===== config.mk =====
export PLATFORM = sky130hd
export DESIGN_NAME = perf_monitor
export DESIGN_NICKNAME = d
export VERILOG_FILES = /design/src/rtl/perf_monitor_pkg.sv /design/src/rtl/perf_monitor_sat_counter.sv /design/src/rtl/perf_monitor.sv
export SDC_FILE = /design/constraint.sdc
export NUM_CORES = 1
export LEC_CHECK = 0
export ABC_AREA = 1
export BUFFER_PORTS_ARGS = -buffer_cell sky130_fd_sc_hd__buf_4
export CORE_MARGIN = 5
export CORE_UTILIZATION = 45
export DETAILED_ROUTE_END_ITERATION = 8
export GPL_TIMING_DRIVEN = 0
export MAX_ROUTING_LAYER = met4
export REMOVE_ABC_BUFFERS = 1
export SLEW_MARGIN = 10
export SYNTH_ARGS = -nofsm -noshare
export SYNTH_HDL_FRONTEND = slang
export SYNTH_SLANG_ARGS = --single-unit

===== constraint.sdc =====
create_clock -name clk -period 8.05 [get_ports clk]
set_input_delay 1.2075 -clock clk [delete_from_list [all_inputs] [get_ports clk]]
set_output_delay 1.2075 -clock clk [all_outputs]
set_load 0.05 [all_outputs]

===== src/rtl/perf_monitor_pkg.sv =====
// Shared types and constants for the instruction-class performance monitor.
// The state enum, class indices and default halt opcode live here so the bench and RTL agree.
package perf_monitor_pkg;

    typedef enum logic [1:0] {RUN, DRAIN, DUMP, DONE} state_t;

    localparam int ARITH = 0;
    localparam int LOGIC = 1;
    localparam int MEM   = 2;
    localparam int CTRL  = 3;

    localparam logic [5:0] HALT_OPCODE_DEF = 6'b010001;

endpackage


===== src/rtl/perf_monitor_sat_counter.sv =====
// Saturating up-counter with synchronous clear; holds at all-ones instead of wrapping.
module sat_counter #(
    parameter int W = 32
) (
    input  logic         clk,
    input  logic         rst,
    input  logic         clr,
    input  logic         inc,
    output logic [W-1:0] cnt
);

    always_ff @(posedge clk or posedge rst) begin
        if (rst)
            cnt <= '0;
        else if (clr)
            cnt <= '0;
        else if (inc && (cnt != {W{1'b1}}))
            cnt <= cnt + 1'b1;
    end

endmodule


===== src/rtl/perf_monitor.sv =====
// Per-class retirement and stall counters; after a halt opcode and a fixed drain,
// streams the counts, derived cycle totals and the register file over valid/ready.
module perf_monitor
    import perf_monitor_pkg::*;
#(
    parameter int         N_CLASS      = 4,
    parameter int         CNT_W        = 32,
    parameter int         N_REGS       = 32,
    parameter logic [5:0] HALT_OPCODE  = HALT_OPCODE_DEF,
    parameter int         DRAIN_CYCLES = 6,
    localparam int        CLS_W        = $clog2(N_CLASS),
    localparam int        RA_W         = $clog2(N_REGS)
) (
    input  logic             clk,
    input  logic             reset,
    input  logic             clr,
    input  logic             inst_valid,
    input  logic [CLS_W-1:0] inst_class,
    input  logic [31:0]      inst_word,
    input  logic             stall_fwd,
    input  logic             stall_nofwd,
    output logic [RA_W-1:0]  reg_rd_addr,
    input  logic [CNT_W-1:0] reg_rd_data,
    output logic             dump_valid,
    input  logic             dump_ready,
    output logic [CNT_W-1:0] dump_data,
    output logic             dump_last,
    output logic             halted,
    output logic [CNT_W-1:0] total_inst
);

    localparam int N_WORDS  = N_CLASS + 5 + N_REGS;
    localparam int IDX_W    = $clog2(N_WORDS);
    localparam int REG_BASE = N_CLASS + 5;
    localparam int DR_W     = (DRAIN_CYCLES > 1) ? $clog2(DRAIN_CYCLES) : 1;
    localparam int SUM_W    = CNT_W + $clog2(N_CLASS + 1) + 2;
    localparam int NC       = N_CLASS + 2;
    localparam logic [SUM_W-1:0] CNT_MAX = {{(SUM_W-CNT_W){1'b0}}, {CNT_W{1'b1}}};

    state_t                   state, state_nx;
    logic [IDX_W-1:0]         idx, idx_nx, reg_off;
    logic [DR_W-1:0]          drain, drain_nx;
    logic                     halted_nx;
    logic                     is_halt, counting;
    logic [NC-1:0]            inc;
    logic [NC-1:0][CNT_W-1:0] cnt;
    logic [SUM_W-1:0]         cls_sum, cyc_nf_sum, cyc_f_sum;
    logic [CNT_W-1:0]         cyc_nf, cyc_f;
    logic                     unused;

    assign unused   = ^inst_word[25:0];
    assign is_halt  = inst_valid && (inst_word[31:26] == HALT_OPCODE);
    assign counting = (state == RUN) || (state == DRAIN);

    // Slots 0..N_CLASS-1 are classes, N_CLASS is stall_nofwd, N_CLASS+1 is stall_fwd.
    always_comb begin
        inc = '0;
        for (int i = 0; i < N_CLASS; i++)
            inc[i] = (state == RUN) && inst_valid && !is_halt && (inst_class == CLS_W'(i));
        inc[N_CLASS]   = counting && stall_nofwd;
        inc[N_CLASS+1] = counting && stall_fwd;
    end

    for (genvar g = 0; g < NC; g++) begin : g_cnt
        sat_counter #(.W(CNT_W)) u_cnt (
            .clk (clk),
            .rst (reset),
            .clr (clr),
            .inc (inc[g]),
            .cnt (cnt[g])
        );
    end

    function automatic logic [CNT_W-1:0] clip(input logic [SUM_W-1:0] x);
        return (x > CNT_MAX) ? CNT_MAX[CNT_W-1:0] : x[CNT_W-1:0];
    endfunction

    // Sums are formed wide and clipped so saturated inputs never wrap the totals.
    always_comb begin
        cls_sum = '0;
        for (int i = 0; i < N_CLASS; i++)
            cls_sum = cls_sum + SUM_W'(cnt[i]);
    end

    assign total_inst = clip(cls_sum);
    assign cyc_nf_sum = SUM_W'(total_inst) + SUM_W'(DRAIN_CYCLES) + SUM_W'(cnt[N_CLASS]);
    assign cyc_f_sum  = SUM_W'(total_inst) + SUM_W'(DRAIN_CYCLES) + SUM_W'(cnt[N_CLASS+1]);
    assign cyc_nf     = clip(cyc_nf_sum);
    assign cyc_f      = clip(cyc_f_sum);

    always_ff @(posedge clk or posedge reset) begin
        if (reset) begin
            state  <= RUN;
            idx    <= '0;
            drain  <= '0;
            halted <= 1'b0;
        end else begin
            state  <= state_nx;
            idx    <= idx_nx;
            drain  <= drain_nx;
            halted <= halted_nx;
        end
    end

    always_comb begin
        state_nx  = state;
        idx_nx    = idx;
        drain_nx  = drain;
        halted_nx = halted;
        if (clr) begin
            state_nx  = RUN;
            idx_nx    = '0;
            drain_nx  = '0;
            halted_nx = 1'b0;
        end else begin
            case (state)
                RUN: if (is_halt) begin
                    state_nx  = DRAIN;
                    drain_nx  = DR_W'(DRAIN_CYCLES - 1);
                    halted_nx = 1'b1;
                end
                DRAIN: if (drain == '0) begin
                    state_nx = DUMP;
                    idx_nx   = '0;
                end else begin
                    drain_nx = drain - 1'b1;
                end
                DUMP: if (dump_ready) begin
                    if (idx == IDX_W'(N_WORDS - 1))
                        state_nx = DONE;
                    else
                        idx_nx = idx + 1'b1;
                end
                default: ;
            endcase
        end
    end

    assign dump_valid  = (state == DUMP);
    assign dump_last   = dump_valid && (idx == IDX_W'(N_WORDS - 1));
    assign reg_off     = idx - IDX_W'(REG_BASE);
    assign reg_rd_addr = (dump_valid && (idx >= IDX_W'(REG_BASE))) ? RA_W'(reg_off) : '0;

    always_comb begin
        dump_data = '0;
        if (dump_valid) begin
            if (idx >= IDX_W'(REG_BASE))
                dump_data = reg_rd_data;
            else if (idx == IDX_W'(N_CLASS))
                dump_data = total_inst;
            else if (idx == IDX_W'(N_CLASS + 1))
                dump_data = cnt[N_CLASS];
            else if (idx == IDX_W'(N_CLASS + 2))
                dump_data = cnt[N_CLASS+1];
            else if (idx == IDX_W'(N_CLASS + 3))
                dump_data = cyc_nf;
            else if (idx == IDX_W'(N_CLASS + 4))
                dump_data = cyc_f;
            else
                for (int i = 0; i < N_CLASS; i++)
                    if (idx == IDX_W'(i))
                        dump_data = cnt[i];
        end
    end

endmodule


Yosys cells after proc, flatten, opt, wreduce, memory -nomap -nowiden
Index checks and enable logic that the tools add are counted.
{"block": "classes", "n_lt_le_gt_ge": 4, "reduce_logical": 38, "n_eq_ne": 27, "add_sub_neg": 15, "muxes": 45}
{"op": "32-bit two-way mux", "count": 26}
{"op": "32-bit by 1-bit adder with 32-bit output (second input constant)", "count": 6}
{"op": "32-bit != test (second input constant)", "count": 6}
{"op": "33-bit by 32-bit adder with 34-bit output", "count": 2}
{"op": "37-bit by 32-bit adder with 37-bit output", "count": 1}
{"op": "37-bit by 32-bit > comparator with 1-bit output (second input constant)", "count": 1}
{"op": "34-bit by 32-bit adder with 35-bit output", "count": 1}
{"op": "35-bit by 32-bit > comparator with 1-bit output (second input constant)", "count": 1}
{"op": "34-bit by 32-bit > comparator with 1-bit output (second input constant)", "count": 1}
{"op": "32-bit by 3-bit adder with 33-bit output (second input constant)", "count": 1}
{"op": "32-bit by 32-bit adder with 33-bit output", "count": 1}
{"op": "6-bit by 3-bit == test with 1-bit output (second input constant)", "count": 4}
{"op": "6-bit two-way mux", "count": 4}
{"op": "1-bit logical AND", "count": 17}
{"op": "2-bit nonzero test", "count": 8}
{"op": "6-bit by 2-bit == test with 1-bit output (second input constant)", "count": 2}
{"op": "6-bit case mux with 2 select lines", "count": 1}
{"op": "2-bit two-way mux", "count": 5}
{"op": "3-bit two-way mux", "count": 3}
{"op": "3-bit by 2-bit != test with 1-bit output (second input constant)", "count": 3}
{"op": "3-bit != test (second input constant)", "count": 3}
{"op": "6-bit by 1-bit adder with 6-bit output (second input constant)", "count": 1}
{"op": "2-bit == test (second input constant)", "count": 3}
{"op": "6-bit by 1-bit == test with 1-bit output (second input constant)", "count": 1}
{"op": "22 further kinds", "count": 27}
{"block": "word_totals", "output_inout_bits": 72, "inputBits": 73, "regBits": 204}

Logic depth before layout (Yosys ltp)
Gate-level depths: netlist (run 1).
{"block": "logic_depth", "depth_word": 16, "ltp_mapped": 48, "depth_no_buf": 47}

Hierarchy
From an unflattened synthesis (run 1), not the netlist that was laid out.
{"block": "unflattened", "cells_unflattened": 4418, "area_unflattened_um2": 26240.2}
{"module": "sat_counter", "instances": 6, "seq_area_each_um2": 800.8, "area_each_um2": 2274.7, "cells_per_inst": 360}
{"module": "perf_monitor", "instances": 1, "seq_area_each_um2": 300.3, "area_each_um2": 12592.1, "cells_per_inst": 2258}

Worst setup path after synthesis (run 1)
OpenSTA, ideal clock, no wires.
{"block": "synth_timing", "path_kind": "reg-to-output", "start": "reg g_cnt[2].u_cnt.cnt[23]", "end": "out dump_data[21]", "required_time_ps": 6843, "path_slack_ps": -93, "n_path_buf": 2, "t_arrival_ps": 6935, "stages_incl_launch_ff": 42, "cell_sequence": "dfrtp_1 > clkbuf_1 > inv_1 > fa_1 > fa_1 > inv_1 > ha_1 > nand2_1 > inv_1 > nand2_1 > and2_1 > nand2_1 > a21oi_1 > nand3_2 > nand4_1 > nor2_1 > nor2_2 > nand2_4 > [6 not listed] > ha_1 > nand2_1 > nor4_1 > nand2_1 > nand2_1 > inv_1 > o31ai_1 > inv_1 > nand2_2 > nand2_4 > buf_6 > nand2_1 > nand2_1 > nand3_1 > nand2_1 > nand2_1 > nand2_1 > a21oi_1"}
{"block": "synth_between", "elab_chain_len": 15, "word_cells_on_any_way": 18}
{"item": "start: declaration", "line": "perf_monitor_sat_counter.sv:9", "text": "output logic [W-1:0] cnt"}
{"item": "start signal: assignment", "line": "perf_monitor_sat_counter.sv:18", "text": "cnt <= cnt + 1'b1;"}
{"item": "33-bit by 32-bit adder with 34-bit output *", "line": "perf_monitor.sv:82", "text": "cls_sum = cls_sum + SUM_W'(cnt[i]);"}
{"item": "34-bit by 32-bit adder with 35-bit output *", "line": "perf_monitor.sv:82"}
{"item": "35-bit by 32-bit > comparator with 1-bit output *", "line": "perf_monitor.sv:75", "text": "return (x > CNT_MAX) ? CNT_MAX[CNT_W-1:0] : x[CNT_W-1:0];"}
{"item": "32-bit two-way mux *", "line": "perf_monitor.sv:75"}
{"item": "net total_inst[2]", "line": "perf_monitor.sv:29", "text": "output logic [CNT_W-1:0] total_inst"}
{"item": "32-bit by 3-bit adder with 33-bit output *", "line": "perf_monitor.sv:86, perf_monitor.sv:87"}
{"item": "33-bit by 32-bit adder with 34-bit output", "line": "perf_monitor.sv:87", "text": "assign cyc_f_sum = SUM_W'(total_inst) + SUM_W'(DRAIN_CYCLES) + SUM_W'(cnt[N_CLASS+1]);"}
{"item": "34-bit by 32-bit > comparator with 1-bit output", "line": "perf_monitor.sv:75"}
{"item": "32-bit two-way mux", "line": "perf_monitor.sv:75"}
{"item": "32-bit two-way mux", "line": "perf_monitor.sv:157", "text": "else if (idx == IDX_W'(N_CLASS + 4))"}
{"item": "32-bit two-way mux *", "line": "perf_monitor.sv:155", "text": "else if (idx == IDX_W'(N_CLASS + 3))"}
{"item": "32-bit two-way mux *", "line": "perf_monitor.sv:153", "text": "else if (idx == IDX_W'(N_CLASS + 2))"}
{"item": "32-bit two-way mux *", "line": "perf_monitor.sv:151", "text": "else if (idx == IDX_W'(N_CLASS + 1))"}
{"item": "32-bit two-way mux *", "line": "perf_monitor.sv:149", "text": "else if (idx == IDX_W'(N_CLASS))"}
{"item": "32-bit two-way mux *", "line": "perf_monitor.sv:147", "text": "if (idx >= IDX_W'(REG_BASE))"}
{"item": "32-bit two-way mux *", "line": "perf_monitor.sv:146", "text": "if (dump_valid) begin"}
{"item": "end: declaration", "line": "perf_monitor.sv:26", "text": "output logic [CNT_W-1:0] dump_data,"}
The timed path passes the listed nets; every way through them passes the cells marked *.

Worst setup path after layout (run 1)
{"block": "layout_timing", "start": "reg g_cnt[0].u_cnt.cnt[31]", "end": "out dump_data[27]"}
{"block": "layout_between", "elab_chain_len": 16, "word_cells_on_any_way": 19}
{"item": "start: declaration", "line": "perf_monitor_sat_counter.sv:9"}
{"item": "start signal: assignment", "line": "perf_monitor_sat_counter.sv:18"}
{"item": "32-bit by 32-bit adder with 33-bit output *", "line": "perf_monitor.sv:82"}
{"item": "33-bit by 32-bit adder with 34-bit output *", "line": "perf_monitor.sv:82"}
{"item": "34-bit by 32-bit adder with 35-bit output *", "line": "perf_monitor.sv:82"}
{"item": "35-bit by 32-bit > comparator with 1-bit output", "line": "perf_monitor.sv:75"}
{"item": "32-bit two-way mux *", "line": "perf_monitor.sv:75"}
{"item": "32-bit by 3-bit adder with 33-bit output", "line": "perf_monitor.sv:86, perf_monitor.sv:87"}
{"item": "33-bit by 32-bit adder with 34-bit output", "line": "perf_monitor.sv:87"}
{"item": "34-bit by 32-bit > comparator with 1-bit output", "line": "perf_monitor.sv:75"}
{"item": "32-bit two-way mux", "line": "perf_monitor.sv:75"}
{"item": "32-bit two-way mux", "line": "perf_monitor.sv:157"}
{"item": "32-bit two-way mux", "line": "perf_monitor.sv:155"}
{"item": "32-bit two-way mux", "line": "perf_monitor.sv:153"}
{"item": "32-bit two-way mux", "line": "perf_monitor.sv:151"}
{"item": "32-bit two-way mux *", "line": "perf_monitor.sv:149"}
{"item": "32-bit two-way mux *", "line": "perf_monitor.sv:147"}
{"item": "32-bit two-way mux *", "line": "perf_monitor.sv:146"}
Mark *: on every way between the ends. The rest lies on a longest branch, timed or not.

==> run summary, run 1 <==
Worst-Skew Late Latency - 610 ps
sequential share of the synthesized area - 22.71%
WP data required - 6840 ps
filler cell count - 4874
H-tree depth - 1
Remaining Overflow, GRT - 0
CP most frequent cell - nand2_1
Slowest-stage cell, CP - fa_1
via count - 25200
Syn. warnings - 0
ys flop type - dfrtp_1
RSZ-0062 raised after global routing - yes
number of flops mapped to enable cells by yosys - 0
most frequent cells in the layout - nand2_1, inv_1, nor2_1, a21oi_1, buf_4
layout net count - 4034
CTS tree - built
Leak - 0.01290 uW
Worst-Margin Slew - 1382 ps
die width - 233.5 um
vias in the first global route - 24970
Worst-path clk slew - 60 ps
power per cell area - 99.12 mW/mm^2
Slew HR - 7.542%
clk_skew - 66.00 ps
commonest non-fill, non-tap cell in the layout - nand2_1
Die Y - 233.5 um
initial antenna violation count - 0
remaining routing DRC violations - 0
Worst EP arrival - 7500 ps
asr flop ratio synth - 100.0%
HPWL Detailed - 68.94 mm
# port buffers - 118
routed wire length - 90.80 mm
max-cap violations - 0
drt first pass iters - 6
ANT nets after route - 0
status - finished, violations left
area grow syn2layout - 27.46%
Final setup violation count - 32
number of DRC violations after detailed-routing iteration 0 - 2042
Fin Hold WS - 487.2 ps
largest family of logic cells by synthesized area - simple AND/OR/NAND/NOR gates
simple-gate portion of the synthesized area - 31.11%
placer congestion estimate - 0.9734
global-route wire length before repair - 139.3 mm
Adder-Cell Fraction of Synth Area - 12.17%
largest net degree at the start of global routing - 91
wire per inst - 20.29 um
hold_buf cts - 0
Longest Clk Path Bufs - 3
Hold Crit Class - flop to flop
Inserted Diodes - 0
CTS Sinks - 204
Placed Area - 0.02410 mm^2
die area - 0.05453 mm^2
Synth cell types - 54
fmax - 0.1149 GHz
final hold vios - 0
WS Path Type - flop to primary output
final worst slack - -656.7 ps
Place WS - -1805 ps
# rows - 82
Synth Area in XOR/XNOR - 3.194%
DR vias/cell - 5.629
Root Buffer - clkbuf_16
CTS buffer count - 28
final slew viol count - 0
Worst Setup End Kind - primary output
fin crit share - 108.2%
mux cell area share after synthesis - 0%
Core ar. - 0.04976 mm^2
I/O Pins - 145
CP peak stage delay - 590 ps
crit-path max FO - 8
Total GRT Usage - 33.44%
Synth Area in Compound Gates - 19.09%
share of cells above drive strength 1 - 21.08%
Design Area, Final - 0.02866 mm^2
Mapped Cells - 3530
crit path time final - 8707 ps
Avg Inst Size Synth - 6.369 um^2
violated checks - setup timing
Startpoint Class - flop
Initial Util - 45.18%
register bit total from synthesis - 204
mapped cell area - 0.02248 mm^2
final core utilization - 57.59%
VDD IR max - 0.0001576 V
==> cell families (layout without fill, tap and decap cells) <==
family	Yosys count	after routing
buf+inv	684	950
compound gates	761	761
fa+ha+maj	179	179
flops	204	204
simple gates	1620	1628
xor+xnor	82	82
==> cells in the mapped netlist (2+ instances only) <==
cell      number  area [um^2]
and3_1         2        12.51
ha_1         113         1414
nor2_4         2        22.52
o221ai_1      14        122.6
nor2_1       357         1340
a31oi_1       45        281.5
and2_1         5        31.28
o31ai_1        2        15.01
nor4_1        42        262.8
a221oi_1      25        219.0
buf_1          6        22.52
nand4_1       50        312.8
a211oi_1      18        135.1
nand2_4        6        67.56
xnor2_1       40        350.3
nor3b_1        6        45.04
nor3_2         2        20.02
xor2_1        42        367.9
a21oi_1      328         1642
nor3_1       148        740.7
clkbuf_1      75        281.5
nand3b_1      12        90.09
nor2_2         6        37.54
inv_1        582         2185
nand2_2        7        43.79
o21bai_1       8        60.06
o21ai_0      239         1196
or2_2          4        25.02
nand3_2        6        60.06
a21boi_0       3        22.52
o221a_2        2        22.52
clkinv_1       2        7.510
buf_6          9        101.4
a21o_1        10        75.07
dfrtp_1      204         5105
fa_1          66         1321
o211ai_1      36        270.3
inv_2          7        26.28
nand2_1      796         2988
buf_2          3        15.01
o21a_1        16        120.1
o21ai_1        7        35.03
nand3_1      164        820.8
a21oi_2        3        26.28
==> critical path: cells and delay by family, from the launching register on <==
kind / cells / cell delay, ps
compound gates: 6 / 1200
flops: 1 / 450
simple gates: 19 / 2370
buf+inv: 6 / 830
fa+ha+maj: 5 / 1990
==> power by group <==
part / internal, uW / total, uW / switching (uW)
Sequential: 1050 / 1060 / 18.0
Clock: 706 / 1250 / 547
Combinational: 142 / 523 / 381
==> layout make-up <==
| type | count | area (um^2) | area share [%] |
|---|---|---|---|
| Clock inverter | 15 | 140.1 | 0.4890 |
| Tap cell | 672 | 840.8 | 2.934 |
| Sequential cell | 204 | 5117 | 17.86 |
| Inverter | 591 | 2235 | 7.798 |
| Multi-Input combinational cell | 2650 | 16930 | 59.09 |
| Timing Repair Buffer | 307 | 2626 | 9.164 |
| Clock buffer | 37 | 764.5 | 2.668 |
==> final timing paths <==
kind	from	depth (start not counted)	endpoint	slack, ps
setup / recovery	g_cnt[0].u_cnt.cnt[31]	36	dump_data[27]	-660
hold / removal	g_cnt[3].u_cnt.cnt[20]	1	g_cnt[3].u_cnt.cnt[20]	490
setup reg to reg	g_cnt[1].u_cnt.cnt[0]	15	g_cnt[1].u_cnt.cnt[29]	3970
hold reg to reg	g_cnt[3].u_cnt.cnt[20]	1	g_cnt[3].u_cnt.cnt[20]	490
max in group asynchronous	reset	4	g_cnt[1].u_cnt.cnt[23]	6160
min in group asynchronous	reset	2	drain[0]	610
==> metrics by stage <==
stage	TNS, ps	total power [uW]	instances
finish	-18610	2841	4476
global route	-26990	2946	4476
CTS	-13990	2843	4453
detailed placement	-54300	1577	4250
global placement	-468540	1558	4227
floorplan	-17840	1380	3437
==> layer usage <==
| layer | track usage (%) | vias to the layer above | routed length [um] |
|---|---|---|---|
| met1 | 41.46 | 11950 | 37680 |
| met2 | 56.02 | 858 | 43490 |
| li1 | - | 12170 | - |
| met4 | 14.66 | 0 | 4952 |
| met3 | 2.881 | 216 | 4677 |
| met5 | - | - | 0 |
==> flip-flops by register name, summed over array words and instances, names as in the netlist <==
name	flops
drain	3
halted	1
g_cnt.u_cnt.cnt	192
idx	6
state	2
==> timing repair <==
| item | CTS | global route |
|---|---|---|
| gates cloned | 7 | 1 |
| pin swaps | 133 | 37 |
| endpoints found under the setup margin | 32 | 32 |
| resized for setup | 426 | 105 |
| setup buffers | 144 | 22 |
(Power assumes the default switching activity.)
==> run 2: changes to the inputs <==
clock period = 10.3 ns   (was 8.05 ns; I/O delays follow)
==> run 2 against run 1 <==
The flow now finishes without violations; largest power group unchanged; wire length fell by 3.8%; largest cell class unchanged; flip-flop and latch count unchanged; sequential share of layout area grew 2.2 points; total power is 22% lower.
==> run summary, run 2 (synthesis gave the netlist of run 1 again) <==
CP most frequent cell - nand2_1
Longest Clk Path Bufs - 3
I/O Pins - 145
register with the most flip-flops - g_cnt.u_cnt.cnt
max reg flops - 192
Core ar. - 0.04976 mm^2
Finished Layout Cells - 4325
largest net degree at the start of global routing - 91
# port buffers - 118
CP peak stage delay - 620 ps
Startpoint Class - flop
Root Buffer - clkbuf_16
status - complete, no violations
final hold vios - 0
most frequent cells in the layout - nand2_1, inv_1, nor2_1, a21oi_1, o21ai_0
total power - 2205 uW
commonest non-fill, non-tap cell in the layout - nand2_1
HPWL Detailed - 68.94 mm
Initial Util - 45.18%
WS Path Type - flop to primary output
drt first pass iters - 7
CTS tree - built
area grow syn2layout - 13.36%
ANT nets after route - 0
vias in the first global route - 23620
WP data required - 8760 ps
die area - 0.05453 mm^2
DR vias/cell - 5.597
Post-Place Cells - 4250
via count - 24210
Die Y - 233.5 um
crit path time final - 9916 ps
Leak - 0.01185 uW
filler cell count - 5147
max-cap violations - 0
global-route wire length before repair - 132.3 mm
Worst EP arrival - 8370 ps
Worst-Margin Slew - 1350 ps
share of cells above drive strength 1 - 8.514%
Buffers & Inverters on Critical Path - 9
largest registers - g_cnt.u_cnt.cnt x192, idx x6, drain x3
Fin Setup TNS - 0 ps
power per cell area - 86.52 mW/mm^2
Inserted Diodes - 0
Total GRT Usage - 31.81%
Worst Setup End Kind - primary output
Worst-Skew Late Latency - 600 ps
initial antenna violation count - 0
Worst-path clk slew - 60 ps
crit-path max FO - 6
placer congestion estimate - 0.9734
wire per inst - 20.20 um
Remaining Overflow, GRT - 0
# rows - 82
fmax - 0.1008 GHz
hold_buf cts - 0
Slowest-stage cell, CP - fa_1
H-tree depth - 1
number of DRC violations after detailed-routing iteration 0 - 2045
Final setup violation count - 0
clk_skew - 58.21 ps
routed wire length - 87.38 mm
cell family with most CP delay - simple AND/OR/NAND/NOR gates
remaining routing DRC violations - 0
Hold Crit Class - flop to flop
fin crit share - 96.27%
Slew HR - 9.661%
CTS Sinks - 204
final slew viol count - 0
layout net count - 3883
CTS buffer count - 28
VDD IR max - 0.0001232 V
die width - 233.5 um
[run 2: cell types whose count changed in the layout (fill, tap and decap cells not counted), moves of 57 or more]
| cell | previous run | this run |
|---|---|---|
| ha_4 | 59 | 2 |
| buf_4 | 255 | 152 |
| inv_2 | 74 | 7 |
| inv_1 | 512 | 579 |
| nand2_2 | 91 | 9 |
| nand2_1 | 693 | 793 |
[run 2: path summary, 6_finish.rpt]
| kind | start | cells past startpoint | to | slack [ps] |
|---|---|---|---|---|
| setup / recovery | g_cnt[0].u_cnt.cnt[1] | 49 | dump_data[30] | 380 |
| hold / removal | g_cnt[3].u_cnt.cnt[20] | 1 | g_cnt[3].u_cnt.cnt[20] | 490 |
| setup reg to reg | g_cnt[1].u_cnt.cnt[3] | 16 | g_cnt[1].u_cnt.cnt[29] | 6170 |
| hold reg to reg | g_cnt[3].u_cnt.cnt[20] | 1 | g_cnt[3].u_cnt.cnt[20] | 490 |
| max in group asynchronous | reset | 4 | g_cnt[0].u_cnt.cnt[27] | 8080 |
| min in group asynchronous | reset | 2 | drain[0] | 960 |
[run 2: per-stage QoR]
stage,setup WS (ps),hold slack (ps),utilization (%),instance area [um^2]
2_1_floorplan,1255,437.4,-,22060
3_3_place_gp,-178.9,453.4,47.81,23790
3_5_place_dp,107.2,468.0,48.43,24100
4_1_cts,0.4272,478.7,50.39,25080
5_1_grt,-8.160,511.5,51.22,25490
6_report,383.9,492.7,51.22,25490
[run 2: power by group]
part	switching, uW	internal [uW]	total (uW)	leakage (uW)
clock network	427	552	979	0.000440
logic	288	106	394	0.00857
registers	14.1	818	832	0.00284
total	729	1480	2210	0.0119
[run 2: layout make-up]
type | count | area [um^2] | area share (%)
timing repair buffer | 158 | 1270 | 4.983
multi-input combinational | 2648 | 15130 | 59.37
tap | 672 | 840.8 | 3.299
clock inverter | 15 | 140.1 | 0.5498
sequential | 204 | 5105 | 20.03
clock buffer | 37 | 764.5 | 3.000
inverter | 591 | 2235 | 8.768
[run 2: routing by layer]
metal	routed length [um]	part of all wire (%)	global-route usage [%]
met5	0	0	-
met4	4067	4.7	11.53
met3	4697	5.4	2.820
met2	41960	48	53.39
met1	36650	42	40.31
[run 2: repair_timing]
action | in CTS | in global routing
cloned | 1 | 5
endpoints found under the setup margin | 32 | 32
buffers inserted | 1 | 16
resized for setup | 9 | 49
pin swaps | 2 | 16
endpoints found under the hold margin | 0 | 0
